**src/rtl/elevator_scan_controller.sv**
```systemverilog
// rtl/elevator_scan_controller.sv - SCAN-ordered elevator car controller with passenger request slots
//
// Purpose: stores passenger requests in a small slot table and moves the car in
// SCAN order. The car keeps its direction while targets remain ahead and
// reverses only when nothing is ahead.
//
// Ports:
//   clk, rst_n              clock, asynchronous active-low reset
//   req_valid/req_src/      request handshake; consumed when req_ready=1
//   req_dest/req_ready
//   req_err                 one-cycle pulse after an invalid request is consumed
//   cur_floor, dir_up       car position and direction register
//   moving, door_open       car is travelling / door is open (mutually exclusive)
//   deliver, deliver_cnt    alight pulse and running count of alighted passengers
//   free_slots              number of FREE slots
module elevator_scan_controller #(
  parameter int FLOORS      = 8,
  parameter int FLOOR_W     = 3,
  parameter int SLOTS       = 4,
  parameter int MOVE_CYCLES = 10,
  parameter int DOOR_CYCLES = 25
) (
  input  logic               clk,
  input  logic               rst_n,
  input  logic               req_valid,
  input  logic [FLOOR_W-1:0] req_src,
  input  logic [FLOOR_W-1:0] req_dest,
  output logic               req_ready,
  output logic               req_err,
  output logic [FLOOR_W-1:0] cur_floor,
  output logic               moving,
  output logic               dir_up,
  output logic               door_open,
  output logic               deliver,
  output logic [15:0]        deliver_cnt,
  output logic [4:0]         free_slots
);

  localparam int MW = (MOVE_CYCLES > 1) ? $clog2(MOVE_CYCLES) : 1;
  localparam int DW = (DOOR_CYCLES > 1) ? $clog2(DOOR_CYCLES) : 1;
  localparam logic [MW-1:0]      MOVE_LAST = MW'(MOVE_CYCLES - 1);
  localparam logic [DW-1:0]      DOOR_LAST = DW'(DOOR_CYCLES - 1);
  localparam logic [FLOOR_W-1:0] TOP_FLOOR = FLOOR_W'(FLOORS - 1);

  typedef enum logic [1:0] {CAR_IDLE, CAR_MOVE, CAR_DOOR} car_state_e;
  typedef enum logic [1:0] {SLOT_FREE, SLOT_WAIT, SLOT_RIDE} slot_state_e;

  car_state_e         state_q, state_d;
  slot_state_e        slot_st_q  [SLOTS];
  slot_state_e        slot_st_d  [SLOTS];
  logic [FLOOR_W-1:0] slot_src_q [SLOTS];
  logic [FLOOR_W-1:0] slot_src_d [SLOTS];
  logic [FLOOR_W-1:0] slot_dst_q [SLOTS];
  logic [FLOOR_W-1:0] slot_dst_d [SLOTS];
  logic [FLOOR_W-1:0] floor_q, floor_d;
  logic               dir_q, dir_d;
  logic [MW-1:0]      move_cnt_q, move_cnt_d;
  logic [DW-1:0]      door_cnt_q, door_cnt_d;
  logic               err_q, err_d;
  logic               deliver_q, deliver_d;
  logic [15:0]        deliver_cnt_q, deliver_cnt_d;

  logic [FLOOR_W-1:0] step_floor;
  logic               at_bound;
  logic [FLOOR_W-1:0] t_floor, tp_floor;
  logic               tgt_any, tgt_above, tgt_below, stop_here, step_stop;
  logic               post_above, post_below;
  logic               door_entry, late_board;
  logic [FLOOR_W-1:0] entry_floor;
  logic [4:0]         free_n, alight_n;
  logic               req_bad, accept, placed;

  always_comb begin
    step_floor = dir_q ? floor_q + 1'b1 : floor_q - 1'b1;
    at_bound   = dir_q ? (floor_q == TOP_FLOOR) : (floor_q == '0);
  end

  // Target set from registered slots. The "post" view is the set as it will be
  // once late arrivals at the current floor have boarded, which is what the
  // door-exit direction decision must look at.
  always_comb begin
    t_floor    = '0;
    tp_floor   = '0;
    tgt_any    = 1'b0;
    tgt_above  = 1'b0;
    tgt_below  = 1'b0;
    stop_here  = 1'b0;
    step_stop  = 1'b0;
    post_above = 1'b0;
    post_below = 1'b0;
    for (int i = 0; i < SLOTS; i++) begin
      if (slot_st_q[i] != SLOT_FREE) begin
        t_floor  = (slot_st_q[i] == SLOT_WAIT) ? slot_src_q[i] : slot_dst_q[i];
        tp_floor = (slot_st_q[i] == SLOT_WAIT && slot_src_q[i] == floor_q) ? slot_dst_q[i] : t_floor;
        tgt_any    = 1'b1;
        stop_here  = stop_here  | (t_floor == floor_q);
        step_stop  = step_stop  | (t_floor == step_floor);
        tgt_above  = tgt_above  | (t_floor > floor_q);
        tgt_below  = tgt_below  | (t_floor < floor_q);
        post_above = post_above | (tp_floor > floor_q);
        post_below = post_below | (tp_floor < floor_q);
      end
    end
  end

  // Car FSM: state register
  always_ff @(posedge clk or negedge rst_n) begin
    if (!rst_n) state_q <= CAR_IDLE;
    else        state_q <= state_d;
  end

  // Car FSM: next state plus floor/direction/counter updates
  always_comb begin
    state_d     = state_q;
    floor_d     = floor_q;
    dir_d       = dir_q;
    move_cnt_d  = move_cnt_q;
    door_cnt_d  = door_cnt_q;
    door_entry  = 1'b0;
    late_board  = 1'b0;
    entry_floor = floor_q;
    unique case (state_q)
      CAR_IDLE: begin
        if (stop_here) begin
          state_d    = CAR_DOOR;
          door_cnt_d = '0;
          door_entry = 1'b1;
        end else if (tgt_any) begin
          // With targets on both sides the current direction is kept.
          if (tgt_above && !tgt_below)      dir_d = 1'b1;
          else if (tgt_below && !tgt_above) dir_d = 1'b0;
          state_d    = CAR_MOVE;
          move_cnt_d = '0;
        end
      end
      CAR_MOVE: begin
        if (move_cnt_q != MOVE_LAST) begin
          move_cnt_d = move_cnt_q + 1'b1;
        end else if (at_bound) begin
          state_d    = CAR_IDLE;
          move_cnt_d = '0;
        end else begin
          floor_d    = step_floor;
          move_cnt_d = '0;
          if (step_stop) begin
            state_d     = CAR_DOOR;
            door_cnt_d  = '0;
            door_entry  = 1'b1;
            entry_floor = step_floor;
          end
        end
      end
      CAR_DOOR: begin
        if (door_cnt_q != DOOR_LAST) begin
          door_cnt_d = door_cnt_q + 1'b1;
        end else begin
          late_board = 1'b1;
          door_cnt_d = '0;
          if (!post_above && !post_below) begin
            state_d = CAR_IDLE;
          end else begin
            if (dir_q ? !post_above : !post_below) dir_d = !dir_q;
            state_d    = CAR_MOVE;
            move_cnt_d = '0;
          end
        end
      end
      default: state_d = CAR_IDLE;
    endcase
  end

  // Slot table: alight/board at a stop, then accept into the lowest slot that
  // is FREE in the registered state, so a slot freed this edge is never reused
  // until the next cycle.
  always_comb begin
    req_bad = (req_src == req_dest) || (32'(req_src) >= FLOORS) || (32'(req_dest) >= FLOORS);
    accept  = req_valid && req_ready;
    slot_st_d  = slot_st_q;
    slot_src_d = slot_src_q;
    slot_dst_d = slot_dst_q;
    alight_n   = '0;
    placed     = 1'b0;
    for (int i = 0; i < SLOTS; i++) begin
      if (door_entry && slot_st_q[i] == SLOT_RIDE && slot_dst_q[i] == entry_floor) begin
        slot_st_d[i] = SLOT_FREE;
        alight_n     = alight_n + 1'b1;
      end else if (door_entry && slot_st_q[i] == SLOT_WAIT && slot_src_q[i] == entry_floor) begin
        slot_st_d[i] = SLOT_RIDE;
      end else if (late_board && slot_st_q[i] == SLOT_WAIT && slot_src_q[i] == floor_q) begin
        slot_st_d[i] = SLOT_RIDE;
      end
    end
    for (int i = 0; i < SLOTS; i++) begin
      if (accept && !req_bad && !placed && slot_st_q[i] == SLOT_FREE) begin
        slot_st_d[i]  = SLOT_WAIT;
        slot_src_d[i] = req_src;
        slot_dst_d[i] = req_dest;
        placed        = 1'b1;
      end
    end
    err_d         = accept && req_bad;
    deliver_d     = door_entry && (alight_n != '0);
    deliver_cnt_d = deliver_cnt_q + 16'(alight_n);
  end

  always_comb begin
    free_n = '0;
    for (int i = 0; i < SLOTS; i++) begin
      if (slot_st_q[i] == SLOT_FREE) free_n = free_n + 1'b1;
    end
  end

  always_ff @(posedge clk or negedge rst_n) begin
    if (!rst_n) begin
      for (int i = 0; i < SLOTS; i++) begin
        slot_st_q[i]  <= SLOT_FREE;
        slot_src_q[i] <= '0;
        slot_dst_q[i] <= '0;
      end
      floor_q       <= '0;
      dir_q         <= 1'b1;
      move_cnt_q    <= '0;
      door_cnt_q    <= '0;
      err_q         <= 1'b0;
      deliver_q     <= 1'b0;
      deliver_cnt_q <= '0;
    end else begin
      slot_st_q     <= slot_st_d;
      slot_src_q    <= slot_src_d;
      slot_dst_q    <= slot_dst_d;
      floor_q       <= floor_d;
      dir_q         <= dir_d;
      move_cnt_q    <= move_cnt_d;
      door_cnt_q    <= door_cnt_d;
      err_q         <= err_d;
      deliver_q     <= deliver_d;
      deliver_cnt_q <= deliver_cnt_d;
    end
  end

  // Car FSM: outputs
  always_comb begin
    moving      = (state_q == CAR_MOVE);
    door_open   = (state_q == CAR_DOOR);
    cur_floor   = floor_q;
    dir_up      = dir_q;
    req_ready   = (free_n != '0);
    free_slots  = free_n;
    req_err     = err_q;
    deliver     = deliver_q;
    deliver_cnt = deliver_cnt_q;
  end

endmodule

```
**config.mk**
```make
export PLATFORM = sky130hd
export DESIGN_NAME = elevator_scan_controller
export DESIGN_NICKNAME = d
export VERILOG_FILES = /design/src/rtl/elevator_scan_controller.sv
export SDC_FILE = /design/constraint.sdc
export NUM_CORES = 1
export LEC_CHECK = 0
export ABC_AREA = 0
export CAP_MARGIN = 20
export CORE_UTILIZATION = 50
export DETAILED_ROUTE_END_ITERATION = 10
export PLACE_DENSITY = 0.7
export SETUP_SLACK_MARGIN = 0.15
export SLEW_MARGIN = 20
export SYNTH_ARGS = -nofsm -noshare
export SYNTH_HDL_FRONTEND = slang
export SYNTH_SLANG_ARGS = --single-unit
```
**constraint.sdc**
```tcl
create_clock -name clk -period 11.7 [get_ports clk]
set_clock_uncertainty 0.15 [all_clocks]
set_input_delay 1.17 -clock clk [delete_from_list [all_inputs] [get_ports clk]]
set_output_delay 1.17 -clock clk [all_outputs]
set_load 0.02 [all_outputs]
```
* Word-level counts from Yosys, hierarchy flattened
Cells that the tools add are included.
** Word-level totals
- Register bits after elaboration :: 65
- Input port bits :: 9
- Output and inout port bits :: 30
- Logic and storage cells :: 292
** Cells by class
- Add/subtract/negate cells :: 11
- $lt $le $gt $ge :: 16
- Equal/unequal tests :: 46
- Multiplexer cells :: 105
- Bitwise gates (word level) :: 20
- Reduce and logical (&&, ||, !) cells :: 74
** Operators with widths (number)
- equality test 3 bit :: 21
- two-way mux 5 bit :: 11
- two-way mux 1 bit :: 49
- two-way mux 2 bit :: 22
- logical AND 1 bit :: 42
- two-way mux 3 bit :: 13
- adder 5 x 1 -> 5 bit, second input constant :: 6
- greater-than comparator 3 bit :: 8
- < comparator 3 bit :: 8
- two-way mux 4 bit :: 5
- OR 1 bit :: 18
- adder 16 x 5 -> 16 bit :: 1
- nonzero test 4 bit :: 4
- case mux 5 bit (3 select lines) :: 1
- inequality test 2 bit, second input constant :: 7
- case mux 4 bit (3 select lines) :: 1
- equality test 2 x 1 -> 1 bit, second input constant :: 5
- equality test 2 bit, second input constant :: 5
- zero test 2 bit :: 5
- AND reduction 5 bit :: 2
- nonzero test 2 bit :: 5
- nonzero test 5 bit :: 2
- zero test 1 bit :: 9
- AND reduction 7 bit :: 1
- 17 further kinds :: 21

* Longest topological paths before layout
Gate-level depths: netlist of run 1.
- Depth after elaboration :: 25
- Mapped depth :: 27
- Mapped depth without buffers :: 26

* Least setup slack after synthesis of run 1
No wires, ideal clock.
- Path kind :: flip-flop to flip-flop
- From :: reg floor_q[1], in the netlist cur_floor[1]
- To :: reg deliver_cnt_q[15], in the netlist deliver_cnt[15]
- Library setup time :: 79 ps
- Arrival time :: 6072 ps
- Data required time :: 11471 ps
- Setup slack :: 5399 ps
- Cell stages (with the launch flop) :: 25
- Path buffers :: 3
- Clock period less this slack :: 6301 ps
- Cells stage by stage :: dfrtp_1 -> buf_1 -> inv_1 -> fa_1 -> clkbuf_1 -> a21oi_1 -> a32oi_1 -> or3b_1 -> a41oi_2 -> nor2b_2 -> a221o_1 -> buf_6 -> xor2_1 -> nor4_4 -> mux2_4 -> ha_1 -> mux2_4 -> ha_1 -> nand3_1 -> nand2_1 -> a21oi_1 -> nor2b_1 -> nand3_1 -> nor3_1 -> xor2_1
** Between the ends
- Word-level cells in the longest chain between the ends :: 24
- Elaborated cells between the ends (all ways) :: 57
- Those cells by class :: add/sub: 6; eq/ne: 13; mux: 23; bitwise: 6; reduce/logical: 9
** Ends and longest elaborated chain
- start, declared :: RTL line 55 : logic [FLOOR_W-1:0] floor_q, floor_d;
- start signal, assigned :: RTL line 231 : floor_q <= floor_d;
- subtractor 3 x 1 -> 3 bit or adder 3 x 1 -> 3 bit (tied branches) :: RTL line 74 : step_floor = dir_q ? floor_q + 1'b1 : floor_q - 1'b1;
- two-way mux 3 bit :: RTL line 74
- equality test 3 bit :: RTL line 97 : step_stop = step_stop | (t_floor == step_floor);
- two-way mux 1 bit :: RTL line 92 : if (slot_st_q[i] != SLOT_FREE) begin
- OR 1 bit :: RTL line 97
- two-way mux 1 bit :: RTL line 92
- OR 1 bit :: RTL line 97
- two-way mux 1 bit :: RTL line 92
- (+9 left out)
- adder 1 x 1 -> 2 bit :: RTL line 186 : alight_n = alight_n + 1'b1;
- two-way mux 5 bit :: RTL line 184 : if (door_entry && slot_st_q[i] == SLOT_RIDE && slot_dst_q[i] == entry_floor) begin
- adder 5 x 1 -> 5 bit :: RTL line 186
- two-way mux 5 bit :: RTL line 184
- adder 5 x 1 -> 5 bit :: RTL line 186
- two-way mux 5 bit (*) :: RTL line 184
- adder 16 x 5 -> 16 bit (*) :: RTL line 203 : deliver_cnt_d = deliver_cnt_q + 16'(alight_n);
- net deliver_cnt_d[15] :: RTL line 61 : logic [15:0] deliver_cnt_q, deliver_cnt_d;
- end signal, assigned :: RTL line 237 : deliver_cnt_q <= deliver_cnt_d;
- end, declared :: RTL line 61
Mark *: on every way through the listed nets, which the timed path passes. The rest lies on a longest branch.
A chain may end at the register's enable or synchronous reset.

* Worst setup path in the final report of run 1
Ends and elaborated chain as after synthesis.

==> results of run 1 <==
-- kinds of logic after synthesis --
kind of cell	after synthesis	synth area share, %
AOI/OAI and AO/OA	120	15.17
and+or+nand+nor	222	22.47
DFF	65	29.98
adders and majority gates	41	9.726
other	1	0.06907
buffers and inverters	56	4.287
xor gates and xnor gates	58	9.357
muxes	43	8.942
-- power groups by stage --
stage               sequential, W  clock (W)  combinational (W)
floorplan                0.000265          0          0.0000192
global placement         0.000252          0          0.0000663
detailed placement       0.000253          0          0.0000665
CTS                      0.000248   0.000230          0.0000667
global route             0.000251   0.000238          0.0000719
finish                   0.000248   0.000224          0.0000657
-- worst max-delay path, stage by stage (launching register included) --
cell,delay (ns)
dfrtp_1,0.76
inv_1,0.42
fa_1,0.86
a32oi_1,0.17
and3b_1,0.25
o41ai_1,0.71
nor2b_2,0.42
a221o_1,0.55
xor2_1,0.19
nor4_4,0.52
mux2_4,0.35
ha_1,0.27
mux2_4,0.28
ha_1,0.28
nand3_1,0.07
nand2_1,0.10
a21oi_1,0.08
nor2b_1,0.22
nand3_1,0.20
nor3_1,0.25
xor2_1,0.17
-- cell type report --
type / instances / area (sq um) / share of cell area [%]
Inverter: 33 / 123.9 / 2.025
Sequential cell: 65 / 1628 / 26.61
Clock buffer: 10 / 137.6 / 2.250
Multi-Input combinational cell: 487 / 3581 / 58.54
Timing Repair Buffer: 40 / 385.4 / 6.300
Tap cell: 136 / 170.2 / 2.782
Clock inverter: 6 / 91.34 / 1.493
-- metal layers --
metal | vias up | track usage, % | share of wire, %
met5 | - | 0 | 0
met4 | 0 | 7.143 | 1.4
met3 | 21 | 5.886 | 7.0
met1 | 2271 | 36.76 | 46
met2 | 188 | 41.00 | 45
li1 | 2242 | - | -
-- stage by stage --
step	util, %	area (sq um)	worst slack [ns]
2_1_floorplan	-	5436	5.399
3_3_place_gp	56.48	5883	4.858
3_5_place_dp	56.48	5883	4.458
4_1_cts	58.68	6112	4.463
5_1_grt	58.73	6117	3.955
6_report	58.73	6117	4.361
-- synthesized netlist by cell type, types with 16 or more instances --
library cell,number
nor3_1,18
clkbuf_1,16
a21oi_1,21
xor2_1,32
ha_1,39
o21ai_0,33
inv_1,30
nand3_1,26
nand2_1,55
dfrtp_1,64
xnor2_1,26
nor2_1,33
nand2b_1,19
mux2_2,32
-- state kept, by name, summed over array words and instances (netlist names) --
signal	flops
door_cnt_q	5
deliver_cnt	16
deliver	1
req_err	1
dir_up	1
slot_st_q	8
move_cnt_q	4
slot_src_q	12
state_q	2
slot_dst_q	12
cur_floor	3
-- path summary, 6_finish.rpt --
| path | from | endpoint | slack [ns] |
|---|---|---|---|
| setup / recovery | cur_floor[1]$_DFFE_PN0P_ | deliver_cnt[15]$_DFF_PN0_ | 4.36 |
| hold / removal | deliver_cnt[15]$_DFF_PN0_ | deliver_cnt[15]$_DFF_PN0_ | 0.33 |
| hold reg to reg | deliver_cnt[15]$_DFF_PN0_ | deliver_cnt[15]$_DFF_PN0_ | 0.33 |
| min in group asynchronous | rst_n | cur_floor[1]$_DFFE_PN0P_ | 0.83 |
| setup reg to reg | cur_floor[1]$_DFFE_PN0P_ | deliver_cnt[15]$_DFF_PN0_ | 4.36 |
| max in group asynchronous | rst_n | slot_st_q[6]$_DFFE_PN0P_ | 9.98 |
==> results.toml, run 1 <==
[logic_synthesis]
yosysSeqAreaShare_pct = 29.98
ys_warn_count = 0
synth_area_leaders = "dfrtp_1 29%, ha_1 9.0%, mux2_2 6.6%, xor2_1 5.2%, xnor2_1 4.2%"
yosysTopAreaCell = "dfrtp_1"
synthDistinctLibCells = 68
synth-main-ff-cell = "dfrtp_1"
synth_edf_count = 0
syn_avg_cell_area_sq_um = 8.959
ys_seq_elements = 65
postSynthCellCount = 606
netlist_area_sq_um = 5429
synthArstFlopShare_pct = 100.0
synth.top_cell.area_share_pct = 29.50

[finish]
stdcell_count = 777
layout-drive-gt1-share_pct = 11.23
area_delta_synth_final_pct = 12.68
final_cell_mix = "64 x dfrtp_1, 55 x nand2_1, 39 x ha_1"
final_common_cell = "dfrtp_1"
nFillCells = 941
n_antenna_cell = 0
nets = 686

[clock_network]
insertion_delay_ns = 0.35
numCtsBuffers = 9
cts_hold_buf = 0
cts_tree = "yes"
cts_max_path_buffers = 2
ctsHtreeMaxLevel = 3
clkTransAtPathRegs_ns = 0.08
cts-root-buf = "clkbuf_8"
clkSinkCount = 65
ctsResizeCount = 0
post_cts_buffers = 0

[die]
coreArea_sq_um = 10420
dieWidth_um = 106.2
die_area_sq_um = 11280
fp-row-count = 37
initial_utilization_pct = 52.12
dieHeight_um = 106.2
io_pins = 39

[worst_setup_path]
critPathArrivalTime_ns = 7.47
start_kind = "flip-flop"
critPathKind = "reg2reg"
critical_path.endpoint_type = "flip-flop"
crit_fanout = 14
r2r_cells = 20
worstPathRequired_ns = 11.83

[hold_path]
hold_depth = 1
worstHoldPathType = "reg2reg"

[power_and_ir_drop]
switching_share_pct = 26.70
internal_power_w = 0.0003943
p_leak_nw = 2.848
seq_power_share_pct = 46.2
p_per_area_nw_per_um2 = 87.93
p_comb_share_pct = 12.2
p_total_w = 0.0005379
p_clk_share_pct = 41.6
irDropWorstVdd_mv = 0.06048
switchingPower_w = 0.0001436

[sta]
setup-tns-final_ns = 0
worst_pin_slew_ns = 0.9951
hold_slack_ns = 0.3309
final.min_clock_period_ns = 7.339
fin_crit_sh_pct = 62.73
max-slew-margin-rel_pct = 33.15
setup_viol = 0
fmax_mhz = 136.3
finalHoldViolCount = 0
drv_slew = 0
rsz0062_at_grt = "false"

[routing]
drt_wl_total_mm = 14.25
ant_nets = 0
firstDrtPassIters = 5
drtIter0Drc = 476
num_vias = 4722
viasPerCell = 6.077
post_drt_wl_per_cell_um = 18.34
drc = 0

[outcome]
status = "complete, no violations"

[global_route]
grt_pass1_vias = 4444
grt_antenna_before_repair = 0
grt_pass1_wl_mm = 23.09
grt_max_degree = 66
grt.total_usage_pct = 26.36
grt-ovfl-total = 0

[job]
cap_violations = 0

[placed_design]
place.gp.congestion = 0.9947
place_inst = 761
place_hpwl_mm = 10.79
numPortBuffers = 36
Note: power is estimated with default switching activity, not from simulation.
==> inputs of run 2 (changes only) <==
Clock period 11.7 ns to 7.25 ns, I/O delays scaled along.
==> run 2 against run 1 <==
Final area rose by 0.49%. Worst hold slack got worse by 0.0063 ns. Sequential share of layout area decreased by 0.13 points. Critical endpoint unchanged. Register-to-register slack got worse by 3.5 ns. Die area is the same. First-iteration DRC count down 18%. Routed wire length decreased by 0.62%.
==> results.toml, run 2 (same netlist as run 1, synthesis figures left out) <==
[outcome]
status = "complete, no violations"

[finish]
layout-drive-gt1-share_pct = 12.06
final_common_cell = "dfrtp_1"
nets = 692
largest_register_ffs = 16
area_delta_synth_final_pct = 13.23
n_antenna_cell = 0
final_cell_mix = "64 x dfrtp_1, 55 x nand2_1, 39 x ha_1"
stdcell_count = 783

[clock_network]
post_cts_buffers = 0
insertion_delay_ns = 0.36
clkTransAtPathRegs_ns = 0.07
cts-root-buf = "clkbuf_8"
cts_max_path_buffers = 2
cts_hold_buf = 0
clkSinkCount = 65
ctsResizeCount = 0
ctsHtreeMaxLevel = 3
numCtsBuffers = 9
cts_tree = "yes"

[die]
dieHeight_um = 106.2
io_pins = 39
fp-row-count = 37
coreArea_sq_um = 10420
die_area_sq_um = 11280
initial_utilization_pct = 52.12
dieWidth_um = 106.2

[sta]
setup-tns-final_ns = 0
setup_viol = 0
worst_pin_slew_ns = 1.016
fin_crit_sh_pct = 88.61
drv_slew = 0
final.min_clock_period_ns = 6.424
fmax_mhz = 155.7
finalHoldViolCount = 0
max-slew-margin-rel_pct = 31.74
rsz0062_at_grt = "false"

[worst_setup_path]
critPathBufInv = 1
crit_path_max_incr_delay_ns = 0.72
cp_slowest_cell = "dfstp_2"
critical_path.endpoint_type = "flip-flop"
critPathKind = "reg2reg"
crit_chain = "fa_1 > a21oi_1 > a32oi_1 > and3b_1 > o41ai_1 > buf_4 > nor2b_2 > a221o_1 > xor2_1 > nor4_4 > mux2_4 > ha_1 > mux2_4 > ha_1 > nand3_1 > nand2_1 > a21oi_1 > nor2b_1 > nand3_1 > nor3_1 > xor2_1"
cp_top_family = "simple AND/OR/NAND/NOR gates"
start_kind = "flip-flop"
crit_fanout = 17
worstPathRequired_ns = 7.38
critPathArrivalTime_ns = 6.56

[global_route]
grt-ovfl-total = 0
grt.total_usage_pct = 26.59
grt_pass1_wl_mm = 23.38
grt_antenna_before_repair = 0
grt_max_degree = 66
grt_pass1_vias = 4621

[routing]
drtIter0Drc = 388
drc = 0
viasPerCell = 6.027
firstDrtPassIters = 5
num_vias = 4719
ant_nets = 0
drt_wl_total_mm = 14.16
post_drt_wl_per_cell_um = 18.09

[power_and_ir_drop]
p_total_w = 0.0008378
p_per_area_nw_per_um2 = 136.3
p_leak_nw = 2.862
irDropWorstVdd_mv = 0.1330

[placed_design]
place_hpwl_mm = 10.66
numPortBuffers = 36
place.gp.congestion = 1.033
place_inst = 767

[hold_path]
worstHoldPathType = "reg2reg"

[job]
cap_violations = 0
==> run 2: area by class of cell <==
class                           count  area (sq um)
Sequential cell                    65          1628
Clock inverter                      5         62.56
Inverter                           33         123.9
Fill cell                         892          4269
Multi-Input combinational cell    487          3581
Tap cell                          136         170.2
Timing Repair Buffer               46         430.4
Clock buffer                       11         151.4
==> run 2: metrics by stage <==
stage	setup WS, ns	cell area [sq um]	util [%]	hold slack [ns]
after floorplan	0.9489	5436	-	0.2794
final	0.8257	6147	59.01	0.3246
after CTS	0.8568	6142	58.97	0.3255
after global routing	0.3252	6147	59.01	0.3377
after detailed placement	0.8817	5928	56.91	0.3153
after global placement	1.003	5928	56.91	0.3071
==> run 2: path summary, 6_finish.rpt <==
check                                     startpoint                   endpoint  slack [ns]  cells past startpoint
setup / recovery                  dir_up$_DFFE_PN1P_  deliver_cnt[15]$_DFF_PN0_        0.83                     21
hold / removal             deliver_cnt[15]$_DFF_PN0_  deliver_cnt[15]$_DFF_PN0_        0.32                      1
setup reg to reg                  dir_up$_DFFE_PN1P_  deliver_cnt[15]$_DFF_PN0_        0.83                     21
hold reg to reg            deliver_cnt[15]$_DFF_PN0_  deliver_cnt[15]$_DFF_PN0_        0.32                      1
max in group asynchronous                      rst_n  slot_dst_q[9]$_DFFE_PN0P_        5.97                      2
min in group asynchronous                      rst_n   cur_floor[2]$_DFFE_PN0P_        0.39                      2
==> run 2: power by group <==
group          internal [W]  total [W]  switching, W
Clock              0.000179   0.000330      0.000151
Combinational     0.0000514   0.000107     0.0000556
Sequential         0.000381   0.000401     0.0000201
==> run 2: layer usage <==
layer | track usage, % | share of wire, %
met1 | 35.65 | 44
met4 | 9.623 | 2.3
met2 | 42.44 | 46
met5 | 0 | 0
met3 | 5.212 | 7.4
==> inputs of run 3 (changes only) <==
Clock period 7.25 ns to 6.7 ns, I/O delays scaled along.
==> run 3 against run 2 <==
Flip-flop and latch count unchanged. Cell count up 0.64%. Register-to-register slack worse by 0.33 ns. Highest routed layer unchanged. Sequential power up 7.7%. Count of clock-buffer cells in the layout down 2. Maximum frequency up 3.5%. Combinational power up 8%. Final area up 0.77%. Core utilization up 0.46 points. Clock power about the same. Total power up 5.1%.
==> results.toml, run 3 (same netlist as run 1, synthesis figures left out) <==
[outcome]
status = "complete, no violations"

[worst_setup_path]
crit_chain = "fa_2 > a32oi_1 > or3b_1 > a41oi_2 > nor2b_2 > a221o_2 > xor2_1 > nor4_4 > mux2_4 > ha_1 > mux2_4 > ha_1 > nand3_1 > nand2_1 > a21oi_1 > nor2b_1 > nand3_1 > nor3_1 > xnor2_1"
worstPathRequired_ns = 6.82
crit_start = "dir_up$_DFFE_PN1P_"
cp_top_family = "simple AND/OR/NAND/NOR gates"
critPathArrivalTime_ns = 6.33
critPathKind = "reg2reg"
cp_slowest_cell = "dfstp_4"
critical_path.endpoint_type = "flip-flop"
critPathBufInv = 0
worst-path-stages = 19
start_kind = "flip-flop"
rr_startpoint = "dir_up$_DFFE_PN1P_"
crit_path_max_incr_delay_ns = 0.72
r2r_cells = 19
crit_fanout = 17

[sta]
max-slew-margin-rel_pct = 24.57
worst_pin_slew_ns = 1.123
fin_crit_sh_pct = 92.66
finalHoldViolCount = 0
fmax_mhz = 161.1
rsz0062_at_grt = "false"
drv_slew = 0
setup_viol = 0
final.min_clock_period_ns = 6.208
setup-tns-final_ns = 0

[placed_design]
place_hpwl_mm = 10.82
numPortBuffers = 36
place.gp.congestion = 0.9509
place_area_sq_um = 5951

[finish]
area_delta_synth_final_pct = 14.10
nFillCells = 882
largest_register_ffs = 16
layout-drive-gt1-share_pct = 13.50
n_antenna_cell = 0
stdcell_area_sq_um = 6195
final_cell_mix = "64 x dfrtp_1, 55 x nand2_1, 39 x ha_1"
nets = 697
final_common_cell = "dfrtp_1"

[routing]
viasPerCell = 6.079
drc = 0
ant_nets = 0
post_drt_wl_per_cell_um = 18.01
drtIter0Drc = 418
drt_wl_total_mm = 14.19
firstDrtPassIters = 5
num_vias = 4790

[hold_path]
hold_depth = 1
min_from = "deliver_cnt[15]$_DFF_PN0_"
worstHoldPathType = "reg2reg"

[power_and_ir_drop]
p_leak_nw = 2.885
p_per_area_nw_per_um2 = 142.1
irDropWorstVdd_mv = 0.1438

[die]
dieHeight_um = 106.2
coreArea_sq_um = 10420
dieWidth_um = 106.2
initial_utilization_pct = 52.12
io_pins = 39
fp-row-count = 37
die_area_sq_um = 11280

[clock_network]
numCtsBuffers = 9
cts_max_path_buffers = 2
cts-root-buf = "clkbuf_8"
ctsHtreeMaxLevel = 3
insertion_delay_ns = 0.36
cts_tree = "yes"
clkTransAtPathRegs_ns = 0.07
clkSinkCount = 65

[global_route]
grt_pass1_wl_mm = 22.44
grt_pass1_vias = 4447
grt-ovfl-total = 0
grt_max_degree = 66
grt_antenna_before_repair = 0
grt.total_usage_pct = 25.92

[job]
cap_violations = 0
-- run 3: worst paths after layout --
kind / endpoint / slack, ns
setup / recovery: deliver_cnt[13]$_DFF_PN0_ / 0.49
hold / removal: deliver_cnt[15]$_DFF_PN0_ / 0.33
setup reg to reg: deliver_cnt[13]$_DFF_PN0_ / 0.49
hold reg to reg: deliver_cnt[15]$_DFF_PN0_ / 0.33
max in group asynchronous: slot_st_q[3]$_DFFE_PN0P_ / 5.50
min in group asynchronous: move_cnt_q[1]$_DFFE_PN0P_ / 0.35
-- run 3: power by group --
| part | internal (W) | leakage, nW | total (W) | switching, W |
|---|---|---|---|---|
| Combinational | 0.0000556 | 1.97 | 0.000116 | 0.0000601 |
| Clock | 0.000171 | 0.0912 | 0.000332 | 0.000162 |
| Sequential | 0.000412 | 0.821 | 0.000432 | 0.0000201 |
| Total | 0.000638 | 2.88 | 0.000880 | 0.000242 |
-- run 3: stage by stage --
stage / hold WS, ns / power [W] / util [%] / cells / setup slack [ns]
3_3_place_gp: 0.3108 / 0.0005555 / 57.13 / 770 / 0.5262
3_5_place_dp: 0.3188 / 0.0005575 / 57.13 / 770 / 0.3855
4_1_cts: 0.3279 / 0.0008912 / 59.00 / 786 / 0.3188
2_1_floorplan: 0.2244 / 0.0004955 / - / 608 / 0.3989
5_1_grt: 0.3423 / 0.0009215 / 59.47 / 788 / 0.1743
6_report: 0.3256 / 0.0008803 / 59.47 / 788 / 0.4918
-- run 3: timing repair --
action                                  in CTS  in global routing
setup buffers                                0                  2
resized for setup                            0                  6
endpoints found under the setup margin       0                  8
hold buffers                                 0                  0
-- run 3: per-layer routing --
metal  vias up  global-route usage [%]  wire length [um]
li1       2263                       -                 -
met1      2344                   35.32              6587
met2       157                   40.31              6490
met3        26                   5.089               729
met4         0                   10.32               382
met5         -                       0                 0
-- run 3: final cells by class --
cell class | count | area (sq um) | area share (%)
clock buffers | 9 | 123.9 | 2.000
clock inverters | 7 | 71.32 | 1.151
inverters | 33 | 123.9 | 2.000
multi-input cells | 487 | 3606 | 58.21
flip-flops and latches | 65 | 1632 | 26.34
well taps | 136 | 170.2 | 2.747
repair buffers | 51 | 467.9 | 7.554
-- run 3: worst reg2reg max path: cells and delay by family (launching register included) --
| kind | cells | cell delay (ns) |
|---|---|---|
| mux | 2 | 0.63 |
| flops | 1 | 0.72 |
| compound gates | 4 | 1.19 |
| xor+xnor | 2 | 0.36 |
| fa+ha+maj | 3 | 1.11 |
| simple gates | 8 | 1.96 |
